===== src/rtl/alu_ex_stage.sv =====
// rtl/alu_ex_stage.sv - execute-stage ALU control decode, branch resolve and EX/MEM output register
//
// Purpose: decodes ALUOp/Funct3/Funct7 into the ALU Operation code, steers SrcA/SrcB
// to an external combinational ALU, and captures its result, the branch decision,
// the branch target and an illegal-op flag in a one-entry valid/ready output stage.
//
// Ports:
//   clk, reset                 clock (rising edge), asynchronous active-high reset
//   in_valid / in_ready        ID/EX handshake (in_ready = !out_valid || out_ready)
//   ALUOp, Funct3, Funct7      instruction decode fields
//   ALUSrc, Branch             operand-B select, conditional-branch flag
//   RegA, RegB, Imm, PC        operands, immediate and instruction PC
//   SrcA, SrcB, Operation      combinational drive to the external ALU
//   ALUResult                  combinational result from the external ALU
//   flush                      discards the held entry and any same-cycle accept
//   out_valid / out_ready      EX/MEM handshake
//   Result, BrTaken, BrTarget, Illegal  registered entry contents
//   OpCount                    wrapping count of accepted entries

module alu_ex_stage #(
    parameter int DATA_WIDTH    = 32,
    parameter int OPCODE_LENGTH = 4,
    parameter int CNT_WIDTH     = 32
) (
    input  logic                     clk,
    input  logic                     reset,
    input  logic                     in_valid,
    output logic                     in_ready,
    input  logic [1:0]               ALUOp,
    input  logic [2:0]               Funct3,
    input  logic [6:0]               Funct7,
    input  logic                     ALUSrc,
    input  logic                     Branch,
    input  logic [DATA_WIDTH-1:0]    RegA,
    input  logic [DATA_WIDTH-1:0]    RegB,
    input  logic [DATA_WIDTH-1:0]    Imm,
    input  logic [DATA_WIDTH-1:0]    PC,
    output logic [DATA_WIDTH-1:0]    SrcA,
    output logic [DATA_WIDTH-1:0]    SrcB,
    output logic [OPCODE_LENGTH-1:0] Operation,
    input  logic [DATA_WIDTH-1:0]    ALUResult,
    input  logic                     flush,
    output logic                     out_valid,
    input  logic                     out_ready,
    output logic [DATA_WIDTH-1:0]    Result,
    output logic                     BrTaken,
    output logic [DATA_WIDTH-1:0]    BrTarget,
    output logic                     Illegal,
    output logic [CNT_WIDTH-1:0]     OpCount
);

    localparam logic [OPCODE_LENGTH-1:0] OP_AND = OPCODE_LENGTH'(4'b0000);
    localparam logic [OPCODE_LENGTH-1:0] OP_OR  = OPCODE_LENGTH'(4'b0001);
    localparam logic [OPCODE_LENGTH-1:0] OP_ADD = OPCODE_LENGTH'(4'b0010);
    localparam logic [OPCODE_LENGTH-1:0] OP_XOR = OPCODE_LENGTH'(4'b0011);
    localparam logic [OPCODE_LENGTH-1:0] OP_SLL = OPCODE_LENGTH'(4'b0100);
    localparam logic [OPCODE_LENGTH-1:0] OP_SRL = OPCODE_LENGTH'(4'b0101);
    localparam logic [OPCODE_LENGTH-1:0] OP_SUB = OPCODE_LENGTH'(4'b0110);
    localparam logic [OPCODE_LENGTH-1:0] OP_SRA = OPCODE_LENGTH'(4'b0111);
    localparam logic [OPCODE_LENGTH-1:0] OP_EQ  = OPCODE_LENGTH'(4'b1000);
    localparam logic [OPCODE_LENGTH-1:0] OP_SLT = OPCODE_LENGTH'(4'b1100);
    localparam logic [OPCODE_LENGTH-1:0] OP_ILL = OPCODE_LENGTH'(4'b1111);

    // Only Funct7[5] distinguishes SUB/SRA; the remaining bits are don't-care.
    logic unused_funct7;
    assign unused_funct7 = ^{Funct7[6], Funct7[4:0]};

    logic [OPCODE_LENGTH-1:0] operation;
    logic                     op_illegal;
    logic                     cmp_invert;
    logic                     accept;

    logic                     out_valid_d, out_valid_q;
    logic [DATA_WIDTH-1:0]    result_d,    result_q;
    logic                     br_taken_d,  br_taken_q;
    logic [DATA_WIDTH-1:0]    br_target_d, br_target_q;
    logic                     illegal_d,   illegal_q;
    logic [CNT_WIDTH-1:0]     op_count_d,  op_count_q;

    // Control decode. BNE/BGE reuse EQ/SLT and flip the decision afterwards.
    always_comb begin
        operation  = OP_ADD;
        op_illegal = 1'b0;
        cmp_invert = 1'b0;
        unique case (ALUOp)
            2'b00: operation = OP_ADD;
            2'b01: begin
                unique case (Funct3)
                    3'b000: operation = OP_EQ;
                    3'b001: begin operation = OP_EQ;  cmp_invert = 1'b1; end
                    3'b100: operation = OP_SLT;
                    3'b101: begin operation = OP_SLT; cmp_invert = 1'b1; end
                    default: begin operation = OP_ILL; op_illegal = 1'b1; end
                endcase
            end
            default: begin
                unique case (Funct3)
                    // I-type has no SUB: Funct7 there is part of the immediate.
                    3'b000: operation = (ALUOp == 2'b10 && Funct7[5]) ? OP_SUB : OP_ADD;
                    3'b001: operation = OP_SLL;
                    3'b010: operation = OP_SLT;
                    3'b011: begin operation = OP_ILL; op_illegal = 1'b1; end
                    3'b100: operation = OP_XOR;
                    3'b101: operation = Funct7[5] ? OP_SRA : OP_SRL;
                    3'b110: operation = OP_OR;
                    default: operation = OP_AND;
                endcase
            end
        endcase
    end

    assign Operation = operation;
    assign SrcA      = RegA;
    // Branches always compare rs1 against rs2; the immediate only feeds the target.
    assign SrcB      = (ALUOp != 2'b01 && ALUSrc) ? Imm : RegB;

    assign in_ready  = !out_valid_q || out_ready;
    assign accept    = in_valid && in_ready;

    always_comb begin
        out_valid_d = out_valid_q;
        result_d    = result_q;
        br_taken_d  = br_taken_q;
        br_target_d = br_target_q;
        illegal_d   = illegal_q;
        op_count_d  = op_count_q + CNT_WIDTH'(accept);

        if (flush) begin
            out_valid_d = 1'b0;
        end else if (accept) begin
            out_valid_d = 1'b1;
            result_d    = ALUResult;
            br_taken_d  = Branch && !op_illegal && (ALUResult[0] ^ cmp_invert);
            br_target_d = PC + Imm;
            illegal_d   = op_illegal;
        end else if (out_ready) begin
            // Entry drained; data registers keep their last contents.
            out_valid_d = 1'b0;
        end
    end

    always_ff @(posedge clk or posedge reset) begin
        if (reset) begin
            out_valid_q <= 1'b0;
            result_q    <= '0;
            br_taken_q  <= 1'b0;
            br_target_q <= '0;
            illegal_q   <= 1'b0;
            op_count_q  <= '0;
        end else begin
            out_valid_q <= out_valid_d;
            result_q    <= result_d;
            br_taken_q  <= br_taken_d;
            br_target_q <= br_target_d;
            illegal_q   <= illegal_d;
            op_count_q  <= op_count_d;
        end
    end

    assign out_valid = out_valid_q;
    assign Result    = result_q;
    assign BrTaken   = br_taken_q;
    assign BrTarget  = br_target_q;
    assign Illegal   = illegal_q;
    assign OpCount   = op_count_q;

endmodule


===== config.mk =====
export PLATFORM = sky130hd
export DESIGN_NAME = alu_ex_stage
export DESIGN_NICKNAME = d
export VERILOG_FILES = /design/src/rtl/alu_ex_stage.sv
export SDC_FILE = /design/constraint.sdc
export NUM_CORES = 1
export LEC_CHECK = 0
export ABC_CLOCK_PERIOD_IN_PS = 7400
export BUFFER_PORTS_ARGS = -buffer_cell sky130_fd_sc_hd__clkbuf_2
export CORE_MARGIN = 8
export CORE_UTILIZATION = 45
export CTS_CLUSTER_DIAMETER = 200
export DETAILED_ROUTE_END_ITERATION = 12
export HOLD_SLACK_MARGIN = 0.15
export PLACE_DENSITY = 0.81
export SLEW_MARGIN = 10
export SYNTH_ARGS = -nofsm -noshare
export SYNTH_HDL_FRONTEND = slang
export SYNTH_SLANG_ARGS = --single-unit

===== constraint.sdc =====
create_clock -name clk -period 7.4 [get_ports clk]
set_input_delay 0 -clock clk [delete_from_list [all_inputs] [get_ports clk]]
set_output_delay 0 -clock clk [all_outputs]
set_load 0.01 [all_outputs]

==> metrics.md, run 1 <==
| Metric | Value |
|---|---|
| Syn_nets | `929` |
| Initial Utilization | `0.4585` |
| Most frequent cells in the layout | `clkbuf_2, nand2_1, dfrtp_1, dlygate4sd3_1, o21ai_0` |
| Total track usage | `0.2090` |
| Yosys warnings | `0` |
| Core ar. | `13,830 um^2` |
| Most common cell after layout, fill and taps aside | `clkbuf_2` |
| Hold Path Class | `in -> reg` |
| CTS Sinks | `99` |
| Antenna cells | `0` |
| Crit-path leading delay family | `compound AO/OA/AOI/OAI gates` |
| Hold Fails Final Rpt | `0` |
| Seq/Total Area, Yosys | `0.3908` |
| FFs w/ async S/R, synth | `1.000` |
| Final Instance Area | `8573 um^2` |
| Clock power share | `0.265` |
| Worst EP required | `7.57 ns` |
| CTS tree | `done` |
| FF+latch count, synth | `99` |
| Buf/Inv on CP | `2` |
| Syn Std Cell Area | `6340 um^2` |
| Chip width | `134.7 um` |
| Pwr dens | `196.4 nW/um^2` |
| CP Max Fanout | `4` |
| Critical path type | `in -> reg` |
| CP peak stage delay | `0.53 ns` |
| Fin crit share | `0.3669` |
| Antenna violations before repair | `0` |
| Post-route core utilization | `0.6200` |
| Area of the die | `18,140 um^2` |
| Pre-antenna DRT Iters | `7` |
| Share of layout cells above drive strength 1 | `0.3343` |
| Max Used Layer | `met4` |
| Rows | `43` |
| Pint | `0.001126 W` |
| Synth Instances | `716` |
| Non-filler cells, final | `1,200` |
| Nets | `1,230` |
| CP Launch Type | `input pin` |
| Fin Hold WS | `0.1952 ns` |
| Worst-Margin Slew | `1.048 ns` |
| Dominant synthesized flop cell | `dfrtp_1` |
| Final setup TNS | `0 ns` |
| Fin crit period | `2.715 ns` |
| Post-route DRC violation count | `0` |
| Fillers | `1,157` |
| Largest net degree at the start of global routing | `97` |
| Placed wire-length estimate | `14,580 um` |
| Switch share | `0.3313` |
| I/O Pins | `347` |
| Met3 WL | `1421 um` |
| Logic pwr share | `0.328` |
| Gr ovfl total | `0` |
| Setup Skew | `0.008257 ns` |
| Placed Cells incl. Taps | `1,112` |
| Slowest-stage cell, CP | `dlygate4sd3_1` |
| Detailed route wirelength on metal2 | `10,240 um` |
| EDFF count, synth | `0` |
| Number of port buffers | `276` |
| Layout area overhead | `35.23%` |
| Pins Over Slew Limit | `0` |
| Post-DRT Antenna Nets | `0` |
| # H-tree levels | `3` |
| Maxcap violations | `0` |
| LEAKAGE | `4.432 nW` |
| Clock-pin slew on the worst setup and hold paths | `0.07 ns` |
| Sequential power share | `0.407` |
| First-pass GRT wire length | `31,180 um` |
| Syn avg cell area | `8.855 um^2` |
| WL per Instance | `16.51 um` |
| Max_slew headroom | `0.2995` |
| Final setup vio count | `0` |
| Clock buffer depth | `2` |
| Worst IR drop on VDD | `0.00009969 V` |
| Drt first-iter violations | `317` |
| Total CTS buffers | `9` |
| Postcts setup bufs | `0` |
| Net switching power | `0.0005580 W` |
| Hold_buf cts | `74` |
| Status | `completed` |
| Die Y-Extent | `134.7 um` |
| Post-Route WL | `19,810 um` |
| Vias in the first global route | `6,263` |
| Synth unique cells | `58` |
| Root buffer cell | `clkbuf_16` |
| Clk_lat worst skew | `0.33 ns` |
| RSZ-0062 raised after global routing | `false` |
| Worst setup EP type | `flip-flop` |
| Worst path arrival time | `2.89 ns` |
| Post-cts resize count | `0` |
| Area after DPL | `7551 um^2` |
| Gpl congestion | `0.9003` |
| FMAX | `368.3 MHz` |
| Number of vias per cell | `5.161` |
| Via count | `6,193` |
| CP cell instances | `dlygate4sd3_1, clkbuf_2, ha_1, fa_1, a21o_1, a221o_2, a21oi_2, o22ai_1, a211oi_1, xor2_1, o21ai_0` |
| Met1 Wirelength | `7683 um` |
==> Yosys cell counts (6+ instances only) <==
cell type    n  area (um^2)
buf_4       33        247.7
nor2_1      32        120.1
clkbuf_1    15        56.30
and3_1       8        50.05
xnor2_1     38        332.8
a21oi_1     38        190.2
dfrtp_1     99         2477
a21o_1       6        45.04
ha_1        33        412.9
mux2_2      33        371.6
nor2b_1      8        50.05
o21ai_0     47        235.2
nand4_1     17        106.4
nand3_1     23        115.1
a31oi_1      8        50.05
inv_1       12        45.04
xor2_1      22        192.7
nand2_1    174        653.1
==> worst min-delay path: cells and delay by family <==
kind / cells / cell delay (ns)
buffers and inverters: 1 / 0.13
and+or+nand+nor: 3 / 0.35
==> logic make-up after synthesis <==
logic type,Yosys count,synth area share
AND/OR/NAND/NOR,283,0.1952
adder cells (fa/ha/maj),34,0.06829
XOR/XNOR,60,0.08289
multiplexers,35,0.06197
AO/OA/AOI/OAI,131,0.1271
flip-flops,99,0.3908
buffers and inverters,74,0.07381
==> per-layer routing <==
metal | track usage | vias up
met5 | 0 | -
met4 | 0.07049 | 0
met3 | 0.05201 | 31
met2 | 0.3763 | 267
met1 | 0.2345 | 2866
li1 | - | 3029
==> power by group through the flow <==
| stage | Sequential (W) | Combinational, W | Clock (W) |
|---|---|---|---|
| global route | 0.000698 | 0.000604 | 0.000481 |
| global placement | 0.000691 | 0.000501 | 0 |
| detailed placement | 0.000695 | 0.000514 | 0 |
| CTS | 0.000685 | 0.000554 | 0.000458 |
| finish | 0.000685 | 0.000552 | 0.000447 |
| floorplan | 0.000729 | 0.000275 | 0 |
==> sequential cells by signal, indices dropped and copies added, names as in the netlist <==
name,cells
BrTaken,1
BrTarget,32
Illegal,1
OpCount,32
Result,32
out_valid,1
==> per-stage QoR <==
step | power (W) | setup WS (ns)
after detailed placement | 0.001208 | 4.891
final | 0.001684 | 4.685
after global routing | 0.001782 | 4.543
after global placement | 0.001191 | 4.961
after floorplan | 0.001004 | 4.810
after CTS | 0.001697 | 4.712
==> worst paths after layout <==
path | startpoint | to | slack [ns] | cells after the start
max in group asynchronous | reset | OpCount[9] | 6.04 | 4
min reg2reg | Result[0] | Result[0] | 0.47 | 2
max reg2reg | out_valid | OpCount[30] | 4.86 | 11
max | PC[0] | BrTarget[24] | 4.69 | 11
min | flush | Result[14] | 0.20 | 4
min in group asynchronous | reset | Result[18] | 0.27 | 3
==> cell type report <==
cell class                 instances  area [um^2]  share of cell area
sequential                        99         2477              0.2890
inverter                          12        47.55            0.005546
clock buffer                       9        225.2             0.02627
tap                              180        225.2             0.02627
multi-input combinational        543         3405              0.3971
timing repair buffer             352         2137              0.2493
clock inverter                     5        56.30            0.006567
Power figures use the tool's default switching activity.
==> inputs of run 2 (changes only) <==
--- a/config.mk
+++ b/config.mk
@@ -5,14 +5,15 @@
 export SDC_FILE = /design/constraint.sdc
 export NUM_CORES = 1
 export LEC_CHECK = 0
-export ABC_CLOCK_PERIOD_IN_PS = 7400
+export ABC_AREA = 1
+export ABC_CLOCK_PERIOD_IN_PS = 2670
 export BUFFER_PORTS_ARGS = -buffer_cell sky130_fd_sc_hd__clkbuf_2
 export CORE_MARGIN = 8
 export CORE_UTILIZATION = 45
 export CTS_CLUSTER_DIAMETER = 200
 export DETAILED_ROUTE_END_ITERATION = 12
 export HOLD_SLACK_MARGIN = 0.15
-export PLACE_DENSITY = 0.81
+export PLACE_DENSITY = 0.78
 export SLEW_MARGIN = 10
 export SYNTH_ARGS = -nofsm -noshare
 export SYNTH_HDL_FRONTEND = slang
==> constraint.sdc (replaced) <==
create_clock -name clk -period 2.67 [get_ports clk]
set_input_delay 0 -clock clk [delete_from_list [all_inputs] [get_ports clk]]
set_output_delay 0 -clock clk [all_outputs]
set_load 0.01 [all_outputs]
==> run 2 against run 1 <==
Against the previous run: worst hold slack lost 0.020 ns; setup slack lost 4.3 ns; utilization grew 0.14 points; power grew to 3.0 times the previous value; critical path depth shrank 4; clock power grew to 3.1 times the previous value; first-iteration DRC count grew 38%; highest routed layer unchanged.
==> metrics.md, run 2 <==
| Metric | Value |
|---|---|
| FMAX | `442.6 MHz` |
| CP Launch Type | `flip-flop` |
| CTS tree | `done` |
| Seq/Total Area, Yosys | `0.3459` |
| Reg2reg setup slack | `0.41 ns` |
| Hold_buf cts | `87` |
| Postcts setup bufs | `0` |
| Rows | `46` |
| Number of port buffers | `276` |
| Gr ovfl total | `0` |
| Worst IR drop on VDD | `0.0002738 V` |
| Fin crit share | `0.8462` |
| WL per Instance | `15.01 um` |
| Drt first-iter violations | `436` |
| Largest net degree at the start of global routing | `100` |
| Worst setup EP type | `flip-flop` |
| Pins Over Slew Limit | `0` |
| Non-filler cells, final | `1,568` |
| Cell with the most instances after synthesis | `nand2_1` |
| Final setup TNS | `0 ns` |
| Initial Utilization | `0.4558` |
| Synth unique cells | `38` |
| Area of the die | `20,210 um^2` |
| Simple-gate portion of the synthesized area | `0.3319` |
| Setup Skew | `0.01015 ns` |
| Most frequent cells in the layout | `nand2_1, clkbuf_2, inv_1, dfrtp_1, dlygate4sd3_1` |
| Root buffer cell | `clkbuf_16` |
| I/O Pins | `347` |
| FFs w/ async S/R, synth | `1.000` |
| Post-synth top area cell | `dfrtp_1` |
| Syn avg cell area | `7.056 um^2` |
| Largest family of logic cells by synthesized area | `simple AND/OR/NAND/NOR gates` |
| Gpl congestion | `0.9322` |
| Post-cts resize count | `0` |
| FF+latch count, synth | `99` |
| Synth top area share | `0.3459` |
| Die Y-Extent | `142.2 um` |
| Antenna violations before repair | `0` |
| CP startpoint | `out_valid` |
| Hold Path Class | `in -> reg` |
| Most common cell after layout, fill and taps aside | `nand2_1` |
| Via count | `7,488` |
| Nets | `1,557` |
| First-pass GRT wire length | `38,060 um` |
| Pwr dens | `509.8 nW/um^2` |
| # H-tree levels | `3` |
| LEAKAGE | `5.692 nW` |
| Yosys warnings | `0` |
| Fin crit period | `2.259 ns` |
| Pre-antenna DRT Iters | `5` |
| Critical path type | `reg -> reg` |
| Maxcap violations | `0` |
| Vias in the first global route | `7,976` |
| Worst EP required | `2.90 ns` |
| Total CTS buffers | `9` |
| Placed wire-length estimate | `17,880 um` |
| Clock-pin slew on the worst setup and hold paths | `0.07 ns` |
| Core ar. | `15,710 um^2` |
| Number of vias per cell | `4.776` |
| Syn Std Cell Area | `7162 um^2` |
| Synth Instances | `1,015` |
| CP Max Fanout | `51` |
| Syn_nets | `1,228` |
| Total track usage | `0.2321` |
| Compound-Gate Fraction of Synth Area | `0.04036` |
| Chip width | `142.2 um` |
| Ranking of synthesized cells by area | `dfrtp_1, nand2_1, inv_1, ha_1, mux2_2` |
| Post-synthesis xor/xnor area fraction | `0.05503` |
| Share of layout cells above drive strength 1 | `0.2587` |
| Mux contribution to synthesized area | `0.05031` |
| Worst R2R End | `Illegal` |
| Post-route DRC violation count | `0` |
| EDFF count, synth | `0` |
| Layout area overhead | `36.34%` |
| RSZ-0062 raised after global routing | `false` |
| Final setup vio count | `0` |
| Clock buffer depth | `2` |
| Clk_lat worst skew | `0.34 ns` |
| Critical Path Sink | `Illegal` |
| Dominant synthesized flop cell | `dfrtp_1` |
| Reg2reg start | `out_valid` |
| Worst-Margin Slew | `0.5854 ns` |
| Hold Fails Final Rpt | `0` |
| Worst path arrival time | `2.49 ns` |
| Status | `completed` |
| Max_slew headroom | `0.6097` |
| Synth cell count leaders | `nand2_1, inv_1, dfrtp_1` |
| Placed Cells incl. Taps | `1,462` |
| CTS Sinks | `99` |
| Post-Route WL | `23,530 um` |
| Post-DRT Antenna Nets | `0` |
| Path depth of the worst reg2reg path | `7` |
| Post-synthesis adder-cell area fraction | `0.06045` |
## run 2: changes by cell type after synthesis, sizes merged, moves of 6 or more
cell | before | now
nand2 | 176 | 409
inv | 12 | 139
nand3 | 23 | 56
nor2 | 33 | 63
o21ai | 50 | 20
a21oi | 39 | 24
xnor2 | 38 | 24
nor3 | 5 | 15
a31oi | 8 | 0
and3 | 9 | 1
clkbuf | 21 | 13
nor2b | 8 | 0
a21o | 7 | 1
## run 2: area by class of cell
cell class                 instances  area (um^2)
fill                            1444         5948
multi-input combinational        728         3859
sequential                        99         2477
timing repair buffer             367         2307
inverter                         139        524.3
tap                              216        270.3
clock buffer                      10        229.0
clock inverter                     6        90.09
antenna                            3        7.507
## run 2: metrics by stage
stage	utilization	setup WS (ns)	total power, W	area (um^2)	hold WS (ns)
2_1_floorplan	-	0.07957	0.002850	7162	0.06314
3_3_place_gp	0.5452	0.6279	0.003445	8567	0.00006862
3_5_place_dp	0.5452	0.5779	0.003482	8567	0.00006862
4_1_cts	0.6210	0.4246	0.005014	9757	0.1519
5_1_grt	0.6210	0.2044	0.005278	9757	0.2012
6_report	0.6214	0.4106	0.004978	9764	0.1749
## run 2: cells by family (layout without fill, tap and decap cells)
kind of cell / after synthesis / count (layout)
and+or+nand+nor: 564 / 564
buffers and inverters: 188 / 522
DFF: 99 / 99
AOI/OAI and AO/OA: 53 / 53
xor gates and xnor gates: 45 / 45
adders and majority gates: 34 / 34
muxes: 32 / 32
other: 0 / 3
## run 2: worst min path at each step
stage	from	to	slack [ns]	cells past startpoint
floorplan	flush	out_valid	0.06	1
global route	PC[7]	BrTarget[7]	0.20	4
detailed placement	RegA[15]	SrcA[15]	0.00007	0
CTS	out_ready	OpCount[0]	0.15	6
global placement	RegA[15]	SrcA[15]	0.00007	0
finish	PC[28]	BrTarget[28]	0.17	5
## run 2: critical path: stages (launching register included)
cell and delay (ns):
dfrtp_1 0.38, nand2_1 0.11, nand2_1 0.11, nor2_4 0.12
buf_4 0.50, o211ai_1 0.20, dlygate4sd3_1 0.61, o21a_1 0.11
## run 2: power by group
part	switching, W	internal (W)
logic	0.000959	0.000700
clock network	0.000572	0.000824
registers	0.000185	0.00174
total	0.00172	0.00326
## run 2: metal layers
metal | share of wire | up-vias | global-route usage
met3 | 0.066 | 38 | 0.05032
li1 | - | 3779 | -
met1 | 0.41 | 3389 | 0.2749
met5 | 0 | - | 0
met2 | 0.49 | 282 | 0.4040
met4 | 0.026 | 0 | 0.08536
